`config.mk`:
```
export PLATFORM = sky130hd
export DESIGN_NAME = pixel_writer_flat
export DESIGN_NICKNAME = d
export VERILOG_FILES = /design/src/rtl/pixel_pkg.sv /design/src/rtl/pixel_writer_if.sv /design/src/rtl/pixel_packer.sv /design/src/rtl/pixel_writer.sv /design/src/flat_wrapper.sv
export SDC_FILE = /design/constraint.sdc
export NUM_CORES = 1
export LEC_CHECK = 0
export ABC_AREA = 1
export CORE_MARGIN = 2
export CORE_UTILIZATION = 59
export CTS_CLUSTER_DIAMETER = 50
export DETAILED_ROUTE_END_ITERATION = 10
export PLACE_DENSITY = 0.94
export SKIP_LAST_GASP = 1
export SYNTH_ARGS = -nofsm -noshare
export SYNTH_HDL_FRONTEND = slang
export SYNTH_SLANG_ARGS = --single-unit
export TNS_END_PERCENT = 100
```
`constraint.sdc`:
```
create_clock -name clk -period 5.36 [get_ports clk]
set_input_delay 0.804 -clock clk [delete_from_list [all_inputs] [get_ports clk]]
set_output_delay 0.804 -clock clk [all_outputs]
set_load 0.01 [all_outputs]
```
`src/rtl/pixel_pkg.sv`:
```
// Shared types and constants for the pixel RAM write path.
package pixel_pkg;

  typedef enum logic {
    IDLE   = 1'b0,
    ACTIVE = 1'b1
  } pw_state_t;

  localparam int PIX_W  = 8;
  localparam int WORD_W = 32;
  localparam int LANES  = 4;

  localparam logic [LANES-1:0] BYTEEN_FULL = 4'b1111;

  // Byte enables for a word whose last filled lane is `lane`.
  function automatic logic [LANES-1:0] lane_mask(input logic [1:0] lane);
    logic [LANES-1:0] mask;
    case (lane)
      2'd0:    mask = 4'b0001;
      2'd1:    mask = 4'b0011;
      2'd2:    mask = 4'b0111;
      default: mask = 4'b1111;
    endcase
    return mask;
  endfunction

endpackage

```
`src/rtl/pixel_writer_if.sv`:
```
// Pixel stream input plus RAM port A write bus of the pixel writer.
// slave: the pixel_writer side; master: the stream source / RAM model side.
interface pixel_writer_if #(
  parameter int ADDR_W = 17
);
  import pixel_pkg::*;

  logic [PIX_W-1:0]  pix_data;
  logic              pix_valid;
  logic              pix_sof;
  logic              pix_eof;
  logic              pix_ready;

  logic [ADDR_W-1:0] address_a;
  logic [WORD_W-1:0] data_a;
  logic [LANES-1:0]  byteena_a;
  logic              wren_a;

  modport slave (
    input  pix_data, pix_valid, pix_sof, pix_eof,
    output pix_ready, address_a, data_a, byteena_a, wren_a
  );

  modport master (
    output pix_data, pix_valid, pix_sof, pix_eof,
    input  pix_ready, address_a, data_a, byteena_a, wren_a
  );

endinterface

```
`src/rtl/pixel_packer.sv`:
```
// Packs 8-bit pixels little-endian into 32-bit words. A completed word
// (lane 3 filled, or the last pixel of a frame) is presented combinationally
// in the same cycle as the completing pixel.
module pixel_packer
  import pixel_pkg::*;
(
  input  logic              clk,
  input  logic              reset,
  input  logic              take,       // pixel belongs to the current frame
  input  logic              first,      // restart packing at lane 0
  input  logic              last,       // final pixel of the frame
  input  logic [PIX_W-1:0]  pix,
  output logic              word_valid,
  output logic [WORD_W-1:0] word,
  output logic [LANES-1:0]  mask,
  output logic              word_last
);

  logic [1:0]        lane_q, lane_d, cur_lane;
  logic [WORD_W-1:0] acc_q, acc_d;

  // Merge the incoming pixel into the partial word and decide completion.
  // NOTE: every always_comb output gets a default first so no latch is inferred.
  always_comb begin
    cur_lane   = first ? 2'd0 : lane_q;
    word       = first ? '0 : acc_q;
    word[PIX_W*cur_lane +: PIX_W] = pix;
    word_valid = take && ((cur_lane == 2'd3) || last);
    word_last  = take && last;
    mask       = last ? lane_mask(cur_lane) : BYTEEN_FULL;
    lane_d     = lane_q;
    acc_d      = acc_q;
    if (take) begin
      if (word_valid) begin
        lane_d = 2'd0;
        acc_d  = '0;              // keeps unfilled lanes of the next word at zero
      end else begin
        lane_d = cur_lane + 2'd1;
        acc_d  = word;
      end
    end
  end

  // Lane counter and assembly register.
  // NOTE: the assembly register is reset too, because a short final word
  // relies on its unfilled lanes reading as zero.
  always_ff @(posedge clk) begin
    if (reset) begin
      lane_q <= 2'd0;
      acc_q  <= '0;
    end else begin
      lane_q <= lane_d;
      acc_q  <= acc_d;
    end
  end

endmodule

```
`src/rtl/pixel_writer.sv`:
```
// Pixel RAM port A writer: frame FSM, word pointer with wrap/overrun,
// one-cycle registered write stage. Optional frame counter enabled by
// defining PIXEL_WRITER_STATS_EN.
module pixel_writer
  import pixel_pkg::*;
#(
  parameter int ADDR_W      = 17,
  parameter int BASE_ADDR   = 0,
  parameter int FRAME_WORDS = 16384
) (
  input  logic         clk,
  input  logic         reset,
  pixel_writer_if.slave bus,
  output logic         frame_done,
  output logic         overrun
`ifdef PIXEL_WRITER_STATS_EN
  ,
  output logic [15:0]  frame_count
`endif
);

  if (FRAME_WORDS < 1) begin : g_bad_frame_words
    $error("pixel_writer: FRAME_WORDS must be at least 1");
  end
  if (longint'(BASE_ADDR) + longint'(FRAME_WORDS) - 1 > (longint'(1) << ADDR_W) - 1)
  begin : g_bad_addr_range
    $error("pixel_writer: frame does not fit in the ADDR_W address space");
  end

  localparam logic [ADDR_W-1:0] BASE     = ADDR_W'(BASE_ADDR);
  localparam logic [ADDR_W-1:0] LAST_PTR = ADDR_W'(FRAME_WORDS - 1);

  pw_state_t         state_q, state_d;
  logic [ADDR_W-1:0] ptr_q, ptr_d, ptr_cur;
  logic              wrapped_q, wrapped_d, wrapped_cur;
  logic              overrun_q, overrun_d;
  logic              wren_q, wren_d, frame_done_q, frame_done_d;
  logic [ADDR_W-1:0] address_q, address_d;
  logic [WORD_W-1:0] data_q, data_d;
  logic [LANES-1:0]  byteena_q, byteena_d;
  logic              pix_ready, accept, take;
  logic              pk_valid, pk_last;
  logic [WORD_W-1:0] pk_word;
  logic [LANES-1:0]  pk_mask;

  // The write stage absorbs every word, so the only stall is reset itself.
  assign pix_ready = ~reset;
  assign accept    = bus.pix_valid && pix_ready;
  assign take      = accept && ((state_q == ACTIVE) || bus.pix_sof);

  pixel_packer u_packer (
    .clk        (clk),
    .reset      (reset),
    .take       (take),
    .first      (bus.pix_sof),
    .last       (bus.pix_eof),
    .pix        (bus.pix_data),
    .word_valid (pk_valid),
    .word       (pk_word),
    .mask       (pk_mask),
    .word_last  (pk_last)
  );

  // Frame FSM next state: sof (re)starts a frame, eof ends it.
  always_comb begin
    state_d = state_q;
    if (take) begin
      state_d = bus.pix_eof ? IDLE : ACTIVE;
    end
  end

  // Pointer, wrap tracking, overrun flag and write-stage next values.
  always_comb begin
    ptr_cur      = bus.pix_sof ? '0 : ptr_q;
    wrapped_cur  = bus.pix_sof ? 1'b0 : wrapped_q;
    ptr_d        = ptr_q;
    wrapped_d    = wrapped_q;
    overrun_d    = overrun_q;
    wren_d       = 1'b0;
    byteena_d    = '0;
    frame_done_d = 1'b0;
    address_d    = address_q;
    data_d       = data_q;
    if (take) begin
      ptr_d     = ptr_cur;
      wrapped_d = wrapped_cur;
      if (bus.pix_sof) overrun_d = 1'b0;
    end
    if (pk_valid) begin
      wren_d       = 1'b1;
      byteena_d    = pk_mask;
      frame_done_d = pk_last;
      address_d    = BASE + ptr_cur;
      data_d       = pk_word;
      if (wrapped_cur) overrun_d = 1'b1;
      ptr_d        = (ptr_cur == LAST_PTR) ? '0 : ptr_cur + 1'b1;
      wrapped_d    = wrapped_cur || (ptr_cur == LAST_PTR);
    end
  end

  // Registered state; reset also kills any write scheduled for the next cycle.
  // NOTE: sequential state uses non-blocking assignments so all flops update
  // together from the pre-edge values.
  always_ff @(posedge clk) begin
    if (reset) begin
      state_q      <= IDLE;
      ptr_q        <= '0;
      wrapped_q    <= 1'b0;
      overrun_q    <= 1'b0;
      wren_q       <= 1'b0;
      byteena_q    <= '0;
      frame_done_q <= 1'b0;
      address_q    <= BASE;
      data_q       <= '0;
    end else begin
      state_q      <= state_d;
      ptr_q        <= ptr_d;
      wrapped_q    <= wrapped_d;
      overrun_q    <= overrun_d;
      wren_q       <= wren_d;
      byteena_q    <= byteena_d;
      frame_done_q <= frame_done_d;
      address_q    <= address_d;
      data_q       <= data_d;
    end
  end

  assign bus.pix_ready = pix_ready;
  assign bus.wren_a    = wren_q;
  assign bus.byteena_a = byteena_q;
  assign bus.address_a = address_q;
  assign bus.data_a    = data_q;
  assign frame_done    = frame_done_q;
  assign overrun       = overrun_q;

`ifdef PIXEL_WRITER_STATS_EN
  logic [15:0] frame_count_q, frame_count_d;

  // Completed frames only; the counter wraps naturally at 16 bits.
  always_comb begin
    frame_count_d = frame_done_d ? frame_count_q + 16'd1 : frame_count_q;
  end

  // Frame counter register.
  always_ff @(posedge clk) begin
    if (reset) frame_count_q <= '0;
    else       frame_count_q <= frame_count_d;
  end

  assign frame_count = frame_count_q;
`endif

endmodule

```
`src/flat_wrapper.sv`:
```
// flat-port wrapper written by rule: the top's interface ports become plain ports
module pixel_writer_flat import pixel_pkg::*;
#(
  parameter int ADDR_W      = 17,
  parameter int BASE_ADDR   = 0,
  parameter int FRAME_WORDS = 16384
)
  (clk, reset, frame_done, overrun, bus_pix_data, bus_pix_valid, bus_pix_sof, bus_pix_eof, bus_pix_ready, bus_address_a, bus_data_a, bus_byteena_a, bus_wren_a);
  pixel_writer_if #(.ADDR_W(ADDR_W)) bus_i ();
  input  logic clk;
  input  logic reset;
  output logic frame_done;
  output logic overrun;
  input wire logic [$bits(bus_i.pix_data)-1:0] bus_pix_data;
  input wire logic [$bits(bus_i.pix_valid)-1:0] bus_pix_valid;
  input wire logic [$bits(bus_i.pix_sof)-1:0] bus_pix_sof;
  input wire logic [$bits(bus_i.pix_eof)-1:0] bus_pix_eof;
  output wire logic [$bits(bus_i.pix_ready)-1:0] bus_pix_ready;
  output wire logic [$bits(bus_i.address_a)-1:0] bus_address_a;
  output wire logic [$bits(bus_i.data_a)-1:0] bus_data_a;
  output wire logic [$bits(bus_i.byteena_a)-1:0] bus_byteena_a;
  output wire logic [$bits(bus_i.wren_a)-1:0] bus_wren_a;
  assign bus_i.pix_data = bus_pix_data;
  assign bus_i.pix_valid = bus_pix_valid;
  assign bus_i.pix_sof = bus_pix_sof;
  assign bus_i.pix_eof = bus_pix_eof;
  assign bus_pix_ready = bus_i.pix_ready;
  assign bus_address_a = bus_i.address_a;
  assign bus_data_a = bus_i.data_a;
  assign bus_byteena_a = bus_i.byteena_a;
  assign bus_wren_a = bus_i.wren_a;
  pixel_writer #(.ADDR_W(ADDR_W), .BASE_ADDR(BASE_ADDR), .FRAME_WORDS(FRAME_WORDS)) u_core (.clk(clk), .reset(reset), .bus(bus_i), .frame_done(frame_done), .overrun(overrun));
endmodule
```
==> impl_metrics.env, run 1 <==
export IMPL_hold_buffers=0
export IMPL_grt_max_degree=72
export IMPL_reg2reg_setup_slack_ps=2590
export IMPL_vias_per_cell=5.839
export IMPL_clock_path_buffers=2
export IMPL_dp_slack_ps=1091
export IMPL_ys_flop_type="dfxtp_1"
export IMPL_holdCritPathClass="flip-flop to flip-flop"
export IMPL_cp_data_required_time_ps=5670
export IMPL_nFillCells=636
export IMPL_path_max_fanout=59
export IMPL_num_vias=4858
export IMPL_synth_area_sq_mm=0.004961
export IMPL_routabilityCongestion=0.9309
export IMPL_antenna_found_initial=0
export IMPL_ys_seq_area_share_pct=43.98
export IMPL_setup_violations=0
export IMPL_first_pass_iters=5
export IMPL_cap_violations=0
export IMPL_clk_insertion_delay_late_ps=380
export IMPL_num_rows=33
export IMPL_synth_most_common_cell="nand2_1"
export IMPL_nNetsFinal=743
export IMPL_cts_root_buf="clkbuf_8"
export IMPL_cts_resized_gates=0
export IMPL_cts_tree="yes"
export IMPL_r2r_start="u_core.u_packer.lane_q[0]$_SDFFE_PP0N_"
export IMPL_htreeDepth=3
export IMPL_tightest_slew_ps=762.4
export IMPL_layout_setup_ws_ps=1421
export IMPL_netlist_top_cells_area="dfxtp_1, nand2_1, a21oi_1, nor2_1, o21ai_0"
export IMPL_dp_hpwl_microns=8258
export IMPL_grt_use_met3_pct=6.108
export IMPL_ys_seq_elements=109
export IMPL_status="complete, no violations"
export IMPL_cp_start_kind="input port"
export IMPL_synthCells=681
export IMPL_whs_ps=470.4
export IMPL_dieArea_sq_mm=0.009158
export IMPL_vdd_drop_max_v=0.0001542
export IMPL_pin_count=70
export IMPL_p_per_area_mw_per_mm2=253.8
export IMPL_finalHoldViolations=0
export IMPL_post_cts_setup_buffer_count=0
export IMPL_yosys_top_cells_count="nand2_1, dfxtp_1, a21oi_1"
export IMPL_grt_use_met2_pct=45.98
export IMPL_hold_path_end="u_core.bus.data_a[0]$_SDFFE_PP0P_"
export IMPL_gr_usage_met1_pct=35.98
export IMPL_fmax_mhz=253.9
export IMPL_wirelength_microns=12460
export IMPL_die_x_microns=95.70
export IMPL_tns_ps=0
export IMPL_synth_top_area_share_pct=43.98
export IMPL_numCtsBuffers=9
export IMPL_final_util_pct=70.43
export IMPL_start_util_pct=60.68
export IMPL_grt_overflow=0
export IMPL_finClkSkew_ps=8.604
export IMPL_cp_arrival_ps=4250
export IMPL_busiest_layer="met2"
export IMPL_cp_end_kind="flip-flop"
export IMPL_rsz0062_at_grt="false"
export IMPL_num_antenna_cells=0
export IMPL_synth_nets=701
export IMPL_synth_async_sr_flop_share_pct=0
export IMPL_reg2regPathDepth=10
export IMPL_grt_total_usage_pct=28.22
export IMPL_synth_avg_cell_area_sq_um=7.285
export IMPL_fin_crit_ps=3939
export IMPL_worstSetupPathType="input port to flip-flop"
export IMPL_io_buffer_count=69
export IMPL_drive_gt1_share_pct=6.052
export IMPL_slew_headroom_pct=49.17
export IMPL_regArea_sq_mm=0.002182
export IMPL_synth_warnings=0
export IMPL_holdPathStages=2
export IMPL_ant_nets=0
export IMPL_synth_edff_count=0
export IMPL_coreArea_sq_mm=0.008175
export IMPL_drtIter0Drc=394
export IMPL_total_power_mw=1.462
export IMPL_wl_per_cell_microns=14.98
export IMPL_yosys_area_top_type="dfxtp_1"
export IMPL_rr_endpoint="u_core.ptr_q[14]$_SDFFE_PP0P_"
export IMPL_multi_input_area_sq_mm=0.002385
export IMPL_die_h_microns=95.70
export IMPL_numClockSinks=109
export IMPL_clk_pin_slew_worst_paths_ps=100
export IMPL_drc_errors=0
export IMPL_grt_pass1_wl_microns=20570
export IMPL_startpoint="bus_pix_sof"
export IMPL_synth_cell_types=37
export IMPL_post_route_period_util_pct=73.49
export IMPL_grt_pass1_vias=4507
export IMPL_syn_to_final_growth_pct=16.07
export IMPL_hold_start="u_core.bus.data_a[0]$_SDFFE_PP0P_"
export IMPL_drv_slew=0
export IMPL_power_leakage_nw=2.112
worst max-delay path, cell delays in order:
cell             delay (ps)
clkdlybuf4s50_1         750
inv_8                   230
nand2_1                 380
clkinv_1                370
ha_1                    310
inv_1                    60
nand2_1                 130
nor2_4                  530
inv_2                   240
nand2_4                 180
nand3_1                 100
a21oi_1                 130
flip-flops by register name, indices dropped and copies added, names as in the netlist, 2 cells and up:
register and flops:
u_core.bus.byteena_a 4, u_core.bus.data_a 32, u_core.u_packer.acc_q 32, u_core.bus.address_a 17, u_core.u_packer.lane_q 2, u_core.ptr_q 17
kinds of logic (layout without fill, tap and decap cells):
group / after synthesis / count (layout) / synth area share (%)
AND/OR/NAND/NOR: 319 / 319 / 28.02
AO/OA/AOI/OAI: 162 / 162 / 17.58
flip-flops: 109 / 109 / 43.98
buffers and inverters: 80 / 126 / 7.945
adder cells (fa/ha/maj): 7 / 7 / 1.765
XOR/XNOR: 4 / 4 / 0.7063
per-stage QoR:
stage | area [sq um] | instances
floorplan | 4961 | 681
global placement | 5570 | 817
detailed placement | 5570 | 817
CTS | 5758 | 832
global route | 5758 | 832
finish | 5758 | 832
layer usage:
| layer | routed length, microns | part of all wire (%) | vias to the layer above |
|---|---|---|---|
| li1 | - | - | 2322 |
| met1 | 5155 | 41 | 2273 |
| met2 | 6085 | 49 | 217 |
| met3 | 859 | 6.9 | 46 |
| met4 | 359 | 2.9 | 0 |
| met5 | 0 | 0 | - |
how the worst max path moves through the flow:
| stage | slack (ps) | endpoint | depth (start not counted) |
|---|---|---|---|
| 6_report | 1420 | u_core.ptr_q[14]$_SDFFE_PP0P_ | 12 |
| 5_1_grt | 1090 | u_core.ptr_q[14]$_SDFFE_PP0P_ | 12 |
| 4_1_cts | 1470 | u_core.ptr_q[14]$_SDFFE_PP0P_ | 12 |
| 3_5_place_dp | 1090 | u_core.ptr_q[14]$_SDFFE_PP0P_ | 12 |
| 3_3_place_gp | 1260 | u_core.wrapped_q$_SDFFE_PP0P_ | 13 |
| 2_1_floorplan | 2610 | u_core.u_packer.acc_q[10]$_SDFFE_PP0N_ | 13 |
cells in the final DEF (no fill, tap or decap), drive strengths merged:
cell type / count
clkbuf: 10
a21oi: 79
bufinv: 1
o22ai: 17
xnor2: 3
clkdlybuf4s50: 68
dfxtp: 109
nor3: 4
o21ai: 48
nand3: 42
o21a: 8
ha: 7
inv: 37
nand2: 189
a31oi: 8
o32ai: 1
nor2: 78
clkinvlp: 1
buf: 6
a22oi: 1
clkinv: 3
xor2: 1
nand4: 6
report_power, final:
group	internal (mW)	leakage, nW	switching (mW)	total (mW)
logic	0.0479	1.14	0.0825	0.130
registers	0.826	0.882	0.00771	0.834
clock network	0.217	0.0931	0.281	0.497
cell type report:
type                    instances  share of cell area (%)
multi-input cells             492                   41.42
flip-flops and latches        109                   37.90
repair buffers                 74                   12.56
inverters                      37                   2.586
well taps                     105                   2.282
clock buffers                  10                   2.216
clock inverters                 5                   1.043
No activity file was read; power rests on OpenSTA's default activity.
==> run 2, diff against run 1 <==
- CORE_UTILIZATION: 59 -> 49
- PLACE_DENSITY: 0.94 -> 0.85
- clock period: 5.36 -> 3.25 ns (I/O delays scaled with it)
==> impl_metrics.env, run 2 (same netlist as run 1, synthesis figures left out) <==
export IMPL_status="complete, no violations"
export IMPL_num_antenna_cells=0
export IMPL_hold_start="u_core.u_packer.lane_q[0]$_SDFFE_PP0N_"
export IMPL_die_h_microns=104.6
export IMPL_cp_data_required_time_ps=3560
export IMPL_fmax_mhz=380.2
export IMPL_antenna_found_initial=0
export IMPL_startpoint="bus_pix_sof"
export IMPL_grt_max_degree=71
export IMPL_drtIter0Drc=325
export IMPL_holdCritPathClass="flip-flop to flip-flop"
export IMPL_wl_per_cell_microns=14.10
export IMPL_nNetsFinal=750
export IMPL_cp_end_kind="flip-flop"
export IMPL_cts_tree="yes"
export IMPL_numClockSinks=109
export IMPL_die_x_microns=104.6
export IMPL_dpl_cell_area_sq_mm=0.005658
export IMPL_nFillCells=915
export IMPL_io_buffer_count=69
export IMPL_r2r_start="u_core.u_packer.lane_q[1]$_SDFFE_PP0N_"
export IMPL_start_util_pct=50.52
export IMPL_final_area_sq_mm=0.005861
export IMPL_drc_errors=0
export IMPL_dp_hpwl_microns=8485
export IMPL_routabilityCongestion=0.8616
export IMPL_dieArea_sq_mm=0.01095
export IMPL_grt_overflow=0
export IMPL_finClkSkew_ps=16.11
export IMPL_fin_crit_ps=2630
export IMPL_setup_violations=0
export IMPL_cp_arrival_ps=2940
export IMPL_grt_total_usage_pct=22.96
export IMPL_hold_buffers=0
export IMPL_tightest_slew_ps=723.3
export IMPL_numCtsBuffers=9
export IMPL_rsz0062_at_grt="false"
export IMPL_coreArea_sq_mm=0.009819
export IMPL_slew_headroom_pct=51.78
export IMPL_path_max_fanout=40
export IMPL_clk_insertion_delay_late_ps=390
export IMPL_pin_count=70
export IMPL_vias_per_cell=5.392
export IMPL_vdd_drop_max_v=0.0003773
export IMPL_reg2reg_setup_slack_ps=1080
export IMPL_drv_slew=0
export IMPL_mostFrequentLayoutCells="nand2_1, dfxtp_1, a21oi_1"
export IMPL_grt_pass1_wl_microns=20840
export IMPL_p_per_area_mw_per_mm2=413.8
export IMPL_cts_root_buf="clkbuf_8"
export IMPL_cts_resized_gates=0
export IMPL_grt_pass1_vias=4563
export IMPL_num_rows=36
export IMPL_final_util_pct=59.68
export IMPL_first_pass_iters=4
export IMPL_post_cts_setup_buffer_count=0
export IMPL_cp_start_kind="input port"
export IMPL_cap_violations=0
export IMPL_power_leakage_nw=2.149
export IMPL_final_common_cell="nand2_1"
export IMPL_htreeDepth=3
export IMPL_num_vias=4680
export IMPL_ant_nets=0
export IMPL_drive_gt1_share_pct=7.211
export IMPL_post_route_period_util_pct=80.93
export IMPL_worstSetupPathType="input port to flip-flop"
export IMPL_clk_pin_slew_worst_paths_ps=110
export IMPL_finalHoldViolations=0
export IMPL_clock_path_buffers=2
export IMPL_syn_to_final_growth_pct=18.13
export IMPL_tns_ps=0
export IMPL_wirelength_microns=12240
==> run 2: changes by cell type in the layout (fill, tap and decap cells not counted) <==
cell / change
clkinv_2: -1
clkbuf_1: -1
inv_6: -2
bufinv_16: -1
clkbuf_8: +1
clkinv_8: +1
inv_8: +3
clkinvlp_4: +1
buf_4: +7
==> run 2: final timing paths <==
path                                                 end  cells after the start
setup / recovery       u_core.bus.data_a[1]$_SDFFE_PP0P_                     12
hold / removal    u_core.u_packer.lane_q[0]$_SDFFE_PP0N_                      2
setup reg to reg       u_core.bus.data_a[1]$_SDFFE_PP0P_                     10
hold reg to reg   u_core.u_packer.lane_q[0]$_SDFFE_PP0N_                      2
==> run 2: layout make-up <==
cell class | instances | area [sq um] | share of cell area (%)
Clock buffer | 10 | 137.6 | 2.348
Clock inverter | 6 | 65.06 | 1.110
Inverter | 37 | 148.9 | 2.541
Multi-Input combinational cell | 492 | 2385 | 40.69
Sequential cell | 109 | 2182 | 37.23
Tap cell | 133 | 166.4 | 2.839
Timing Repair Buffer | 81 | 775.7 | 13.24
==> run 2: worst max-delay path, stage by stage <==
cell	delay [ps]
clkdlybuf4s50_1	510
inv_8	170
nand2_1	140
inv_1	130
ha_1	150
inv_1	40
nand2_1	160
nand2_4	210
inv_2	260
buf_4	400
nand2_1	90
a21oi_1	170
==> run 2: through the flow <==
stage	hold slack (ps)	std cells	total power, mW	setup slack (ps)
after CTS	471.3	868	2.435	624.2
after floorplan	445.3	681	1.538	812.1
after global placement	451.6	852	1.619	267.1
final	472.4	868	2.425	619.8
after global routing	488.2	868	2.510	347.6
after detailed placement	456.6	852	1.625	221.8
==> run 2: report_power, final <==
| part | switching, mW | internal [mW] | total, mW |
|---|---|---|---|
| combinational | 0.136 | 0.0833 | 0.219 |
| sequential | 0.0132 | 1.36 | 1.38 |
| clock | 0.508 | 0.322 | 0.830 |
| total | 0.657 | 1.77 | 2.42 |
==> run 2: metal layers <==
layer / wire length, microns / track usage [%]
met5: 0 / 0
met4: 189 / 8.571
met3: 654 / 4.928
met2: 6161 / 40.43
met1: 5233 / 27.42
